`src/rtl/fetch_stage_pkg.sv`:
```
// Shared types and constants for the instruction fetch stage.
package instructionList;

   // Canonical RISC-V NOP (addi x0, x0, 0), shown to decode when nothing is valid.
   localparam logic [31:0] NOP_INSTR        = 32'h0000_0013;
   localparam logic [31:0] DEFAULT_RESET_PC = 32'h0000_0000;

   // One buffered fetch result: the PC and the word fetched from it.
   typedef struct packed {
      logic [31:0] pc;
      logic [31:0] instr;
   } fetchEntry_t;

   typedef enum logic [1:0] {
      IDLE  = 2'd0,
      RUN   = 2'd1,
      FLUSH = 2'd2
   } fetchState_t;

   // Instruction addresses are word aligned; the low two bits are dropped.
   function automatic logic [31:0] align_pc(input logic [31:0] pc);
      return {pc[31:2], 2'b00};
   endfunction

endpackage

```
`src/rtl/fetch_stage_fifo.sv`:
```
// Small in-order FIFO of fetch entries with push, pop, flush and occupancy count.
// The head entry is visible combinationally so decode sees it in the same cycle.
module fetch_fifo
   import instructionList::*;
#(
   parameter int DEPTH = 2
) (
   input  logic                         clk,
   input  logic                         reset,
   input  logic                         flush_i,
   input  logic                         push_i,
   input  fetchEntry_t                  push_data_i,
   input  logic                         pop_i,
   output fetchEntry_t                  head_o,
   output logic [$clog2(DEPTH+1)-1:0]   count_o,
   output logic                         empty_o
);

   localparam int            CW         = $clog2(DEPTH+1);
   localparam int            PW         = (DEPTH > 1) ? $clog2(DEPTH) : 1;
   localparam logic [PW-1:0] LAST_PTR   = PW'(DEPTH-1);
   localparam logic [CW-1:0] FULL_COUNT = CW'(DEPTH);

   fetchEntry_t   mem_q [DEPTH];
   logic [PW-1:0] rd_ptr_q, rd_ptr_d;
   logic [PW-1:0] wr_ptr_q, wr_ptr_d;
   logic [CW-1:0] count_q, count_d;
   logic          do_push, do_pop;

   assign do_pop  = pop_i & (count_q != '0);
   assign do_push = push_i & ((count_q != FULL_COUNT) | do_pop);

   // Pointer and occupancy update; a flush empties the queue and overrides push/pop.
   always_comb begin
      rd_ptr_d = rd_ptr_q;
      wr_ptr_d = wr_ptr_q;
      count_d  = count_q;
      if (do_pop) begin
         rd_ptr_d = (rd_ptr_q == LAST_PTR) ? '0 : rd_ptr_q + PW'(1);
      end
      if (do_push) begin
         wr_ptr_d = (wr_ptr_q == LAST_PTR) ? '0 : wr_ptr_q + PW'(1);
      end
      case ({do_push, do_pop})
         2'b10:   count_d = count_q + CW'(1);
         2'b01:   count_d = count_q - CW'(1);
         default: count_d = count_q;
      endcase
      if (flush_i) begin
         rd_ptr_d = '0;
         wr_ptr_d = '0;
         count_d  = '0;
      end
   end

   // Pointer/count registers.
   always_ff @(posedge clk) begin
      if (reset) begin
         rd_ptr_q <= '0;
         wr_ptr_q <= '0;
         count_q  <= '0;
      end else begin
         rd_ptr_q <= rd_ptr_d;
         wr_ptr_q <= wr_ptr_d;
         count_q  <= count_d;
      end
   end

   // Entry storage; contents need no reset because count gates visibility.
   always_ff @(posedge clk) begin
      if (do_push && !flush_i && !reset) begin
         mem_q[wr_ptr_q] <= push_data_i;
      end
   end

   assign head_o  = mem_q[rd_ptr_q];
   assign count_o = count_q;
   assign empty_o = (count_q == '0);

endmodule

```
`src/rtl/fetch_stage.sv`:
```
// Instruction fetch stage: issues sequential word fetches under a credit limit,
// pairs responses with their PCs and hands them to decode through a small FIFO.
// A redirect flushes buffered work and drops responses still in flight.
// Optional build macro FETCH_PERF_COUNTERS_EN adds fetchCount/stallCount outputs.
module fetch_stage
   import instructionList::*;
#(
   parameter int          FIFO_DEPTH = 2,
   parameter logic [31:0] RESET_PC   = DEFAULT_RESET_PC
) (
   input  logic        clk,
   input  logic        reset,
   output logic        imemReq,
   output logic [31:0] imemAddr,
   input  logic        imemReady,
   input  logic        imemRvalid,
   input  logic [31:0] imemRdata,
   input  logic        redirectValid,
   input  logic [31:0] redirectPc,
   output logic        idValid,
   input  logic        idReady,
   output logic [31:0] instructionSet,
   output logic [31:0] pcOut
`ifdef FETCH_PERF_COUNTERS_EN
   ,
   output logic [31:0] fetchCount,
   output logic [31:0] stallCount
`endif
);

   localparam int          CW           = $clog2(FIFO_DEPTH+1);
   localparam logic [CW:0] CREDIT_LIMIT = (CW+1)'(FIFO_DEPTH);

   fetchState_t   state_q, state_d;
   logic [31:0]   fetch_pc_q, fetch_pc_d;
   logic [CW-1:0] outstanding_q, outstanding_d;
   logic [CW-1:0] drop_count_q, drop_count_d;

   logic [CW-1:0] fifo_count, tag_count;
   logic          fifo_empty, tag_empty;
   fetchEntry_t   rsp_head, tag_head, rsp_entry, tag_entry;
   logic          pop, accept, rsp_seen, rsp_live;
   logic [CW:0]   credit_used;
   logic          unused_tag_bits;

   assign pop    = idValid & idReady;
   assign accept = imemReq & imemReady;
   // Any response to a request we issued; the IDLE cycle ignores the bus.
   assign rsp_seen = imemRvalid & (state_q != IDLE) & (outstanding_q != '0);
   // Only responses that still belong to the current stream are buffered.
   assign rsp_live = rsp_seen & (state_q == RUN) & ~redirectValid;

   // Slots committed to in-flight requests plus buffered entries, net of this cycle's pop.
   assign credit_used = {1'b0, outstanding_q} + {1'b0, fifo_count} - {{CW{1'b0}}, pop};
   assign imemReq     = (state_q == RUN) && (credit_used < CREDIT_LIMIT);
   assign imemAddr    = fetch_pc_q;

   // Next-state logic: sequential PC advance, flush bookkeeping and redirect handling.
   always_comb begin
      state_d       = state_q;
      fetch_pc_d    = fetch_pc_q;
      drop_count_d  = drop_count_q;
      outstanding_d = outstanding_q + CW'(accept) - CW'(rsp_seen);
      if (accept) begin
         fetch_pc_d = fetch_pc_q + 32'd4;
      end
      case (state_q)
         IDLE:  state_d = RUN;
         RUN:   state_d = RUN;
         FLUSH: begin
            drop_count_d = drop_count_q - CW'(rsp_seen);
            if (drop_count_d == '0) begin
               state_d = RUN;
            end
         end
         default: state_d = IDLE;
      endcase
      // Everything in flight after this edge belongs to the old stream and is dropped.
      if (redirectValid) begin
         fetch_pc_d   = align_pc(redirectPc);
         drop_count_d = outstanding_d;
         state_d      = (outstanding_d != '0) ? FLUSH : RUN;
      end
   end

   // State, PC and counter registers.
   always_ff @(posedge clk) begin
      if (reset) begin
         state_q       <= IDLE;
         fetch_pc_q    <= RESET_PC;
         outstanding_q <= '0;
         drop_count_q  <= '0;
      end else begin
         state_q       <= state_d;
         fetch_pc_q    <= fetch_pc_d;
         outstanding_q <= outstanding_d;
         drop_count_q  <= drop_count_d;
      end
   end

   // PC tags of accepted requests, in issue order; the instr field is not used.
   assign tag_entry = {fetch_pc_q, NOP_INSTR};

   fetch_fifo #(.DEPTH(FIFO_DEPTH)) u_tag_queue (
      .clk         (clk),
      .reset       (reset),
      .flush_i     (redirectValid),
      .push_i      (accept),
      .push_data_i (tag_entry),
      .pop_i       (rsp_live),
      .head_o      (tag_head),
      .count_o     (tag_count),
      .empty_o     (tag_empty)
   );

   assign rsp_entry = {tag_head.pc, imemRdata};

   fetch_fifo #(.DEPTH(FIFO_DEPTH)) u_rsp_fifo (
      .clk         (clk),
      .reset       (reset),
      .flush_i     (redirectValid),
      .push_i      (rsp_live),
      .push_data_i (rsp_entry),
      .pop_i       (pop),
      .head_o      (rsp_head),
      .count_o     (fifo_count),
      .empty_o     (fifo_empty)
   );

   assign unused_tag_bits = ^{tag_head.instr, tag_count, tag_empty};

   // Idle outputs show a NOP at PC 0 so decode never sees stale data.
   assign idValid        = ~fifo_empty;
   assign instructionSet = fifo_empty ? NOP_INSTR : rsp_head.instr;
   assign pcOut          = fifo_empty ? 32'h0 : rsp_head.pc;

`ifdef FETCH_PERF_COUNTERS_EN
   logic [31:0] fetch_count_q, stall_count_q;

   // Free-running event counters for accepted fetches and decode stalls.
   always_ff @(posedge clk) begin
      if (reset) begin
         fetch_count_q <= '0;
         stall_count_q <= '0;
      end else begin
         if (accept) begin
            fetch_count_q <= fetch_count_q + 32'd1;
         end
         if (idValid && !idReady) begin
            stall_count_q <= stall_count_q + 32'd1;
         end
      end
   end

   assign fetchCount = fetch_count_q;
   assign stallCount = stall_count_q;
`endif

endmodule

```
`config.mk`:
```
export PLATFORM = sky130hd
export DESIGN_NAME = fetch_stage
export DESIGN_NICKNAME = d
export VERILOG_FILES = /design/src/rtl/fetch_stage_pkg.sv /design/src/rtl/fetch_stage_fifo.sv /design/src/rtl/fetch_stage.sv
export SDC_FILE = /design/constraint.sdc
export NUM_CORES = 1
export LEC_CHECK = 0
export CAP_MARGIN = 15
export CORE_MARGIN = 3
export CORE_UTILIZATION = 50
export CTS_CLUSTER_SIZE = 16
export DETAILED_ROUTE_END_ITERATION = 6
export PLACE_DENSITY = 0.74
export SLEW_MARGIN = 25
export SYNTH_ARGS = -nofsm -noshare
export SYNTH_HDL_FRONTEND = slang
export SYNTH_HIERARCHICAL = 1
export SYNTH_SLANG_ARGS = --single-unit
```
`constraint.sdc`:
```
create_clock -name clk -period 5 [get_ports clk]
set_input_delay 1 -clock clk [delete_from_list [all_inputs] [get_ports clk]]
set_output_delay 1 -clock clk [all_outputs]
set_load 0.005 [all_outputs]
```
==> impl_metrics.ini <==
[run_status]
outcome = complete, no violations

[power]
p_sw_frac = 0.210
power_switching_mw = 0.918
p_total_mw = 4.38
powerDensity_nw_per_um2 = 343
intPower_mw = 3.46
p_seq_frac = 0.511
clockPowerShare = 0.411
ir_worst_vdd_mv = 0.234
leakagePower_nw = 4.19
p_comb_frac = 0.078

[clock_network]
cts-resized-gates = 0
htreeDepth = 1
clk_latency_ns = 0.51
cts_root_buf = clkbuf_16
cts_sinks = 238
post_cts_buffers = 0
clk_pin_slew_ns = 0.06
cts_hold_buffers = 0
numCtsBuffers = 25
clock_tree.buffer_depth = 3
cts_tree = built

[setup_path]
worstPathCellList = clkdlybuf4s50_1 -> nor2b_1 -> ha_1 -> nand2b_1 -> fa_1 -> xor2_2 -> and4b_1 -> clkdlybuf4s50_1
critical_path_buf_inv_count = 2
cpMostUsedCell = clkdlybuf4s50_1
worstRegToRegCells = 14
cp_slowest_stage_delay_ns = 0.51
worst_setup_path_start_kind = input port
cp.arrival_ns = 3.63
r2r-start = u_rsp_fifo/count_o[1]$_SDFFE_PP0P_
critPathRequiredTime_ns = 4.00
cp_num_cells = 8
cp-endpoint = imemReq
cp-end-kind = output port
path_class = in2out
r2r_end = state_q[0]$_SDFFE_PP0P_
crit_fanout = 7
critical_path.slowest_cell = clkdlybuf4s50_1
crit_family = buffers and inverters
cp-startpoint = idReady
reg2reg_slack_ns = 1.10

[hold_path]
hold_path_class = reg2reg
hold_depth = 0

[drt]
ant_nets = 0
routed_wirelength_um = 21400
via_per_inst = 5.42
drt-pass1-iter-count = 5
wl_per_cell_um = 18.8
num_vias = 6170
drt-initial-drc-count = 335
drc = 0

[grt]
antenna_found_initial = 0
grt_usage = 0.194
grt_overflow = 0
first_global_vias = 6577
grt_max_degree = 66
grt_pass1_wl_um = 33900

[synthesis]
syn_area_per_cell_um2 = 14.6
synthesis.area_um2 = 10000
syn-instance-count = 685
ys_warn_count = 6

[timing]
hold_viol = 0
final.period_utilization = 0.926
fmax_ghz = 0.216
rsz0062_at_grt = no
tightest_slew_ns = 0.967
slew_violations = 0
skew_ns = 0.00852
final.setup.tns_ns = 0
slew_headroom = 0.355
post-route-min-period_ns = 4.63
setup_viol = 0

[floorplanning]
core_um2 = 19600
io_pins = 168
start_util = 0.511
die_area_um2 = 21800
die_h_um = 148
chipWidth_um = 148
core.rowCount = 51

[placement]
dp_hpwl_um = 13600
port_buffers = 163
gp_congestion = 0.812

[final_layout]
drive_above_1_share = 0.186
area_growth_pct = 27.4
fin_nets = 933
n_antenna_cell = 0

[flow_run]
drv_cap = 0
-- through the flow --
step                std cells  setup slack [ns]  hold slack [ns]  area (um2)  utilization
detailed placement       1093             0.260            0.539       11900        0.609
CTS                      1137             0.346            0.543       12700        0.650
finish                   1138             0.368            0.542       12800        0.652
floorplan                 690              1.00            0.505       10000            -
global route             1138             0.221            0.554       12800        0.652
global placement         1093             0.370            0.519       11900        0.609
-- sequential cells by signal, summed over array words and instances (netlist names), named ones only --
| register | count |
|---|---|
| state_q | 2 |
| u_tag_queue/wr_ptr_q | 1 |
| u_rsp_fifo/mem_q | 128 |
| imemAddr | 30 |
| u_tag_queue/rd_ptr_q | 1 |
| u_tag_queue/count_o | 2 |
| outstanding_q | 2 |
| drop_count_q | 2 |
| u_rsp_fifo/count_o | 2 |
| u_rsp_fifo/rd_ptr_q | 1 |
| u_tag_queue/mem_q | 64 |
| u_rsp_fifo/wr_ptr_q | 1 |
-- power by group through the flow --
stage | logic (mW) | registers (mW) | clock network [mW]
after global placement | 0.319 | 2.27 | 0
final | 0.340 | 2.24 | 1.80
after global routing | 0.369 | 2.24 | 1.92
after CTS | 0.339 | 2.24 | 1.84
after floorplan | 0.172 | 2.26 | 0
after detailed placement | 0.334 | 2.28 | 0
-- cell type report --
type	count	area (um2)
clock buffer	31	668
clock inverter	13	138
fill	1426	6830
inverter	13	48.8
multi-input combinational	406	3160
sequential	238	6690
tap	265	332
timing repair buffer	172	1730
-- metal layers --
layer | vias up | track usage | share of wire
met3 | 31 | 0.0383 | 0.066
met4 | 0 | 0.0499 | 0.016
li1 | 2891 | - | -
met1 | 3047 | 0.233 | 0.40
met5 | - | 0 | 0
met2 | 201 | 0.356 | 0.52
-- worst min path at each step --
stage                                          from  slack (ns)                                  to
after floorplan           imemAddr[14]$_SDFFE_PP0P_        0.51  u_tag_queue/mem_q[0][46]$_DFFE_PP_
after CTS                 imemAddr[21]$_SDFFE_PP0P_        0.54  u_tag_queue/mem_q[0][53]$_DFFE_PP_
final                     imemAddr[21]$_SDFFE_PP0P_        0.54  u_tag_queue/mem_q[0][53]$_DFFE_PP_
after global routing      imemAddr[27]$_SDFFE_PP0P_        0.55  u_tag_queue/mem_q[1][59]$_DFFE_PP_
after detailed placement  imemAddr[21]$_SDFFE_PP0P_        0.54  u_tag_queue/mem_q[0][53]$_DFFE_PP_
after global placement    imemAddr[22]$_SDFFE_PP0P_        0.52  u_tag_queue/mem_q[0][54]$_DFFE_PP_
-- cell usage in the layout (no fill, tap or decap), types with 15 or more instances in the layout --
| cell | n |
|---|---|
| a21oi_1 | 16 |
| nor2b_1 | 67 |
| nand2_1 | 19 |
| clkbuf_16 | 25 |
| dfxtp_1 | 45 |
| a211oi_1 | 15 |
| edfxtp_1 | 192 |
| xnor2_1 | 22 |
| nor2_1 | 33 |
| mux2_2 | 96 |
| clkdlybuf4s50_1 | 163 |
Note: power is estimated with default switching activity, not from simulation.
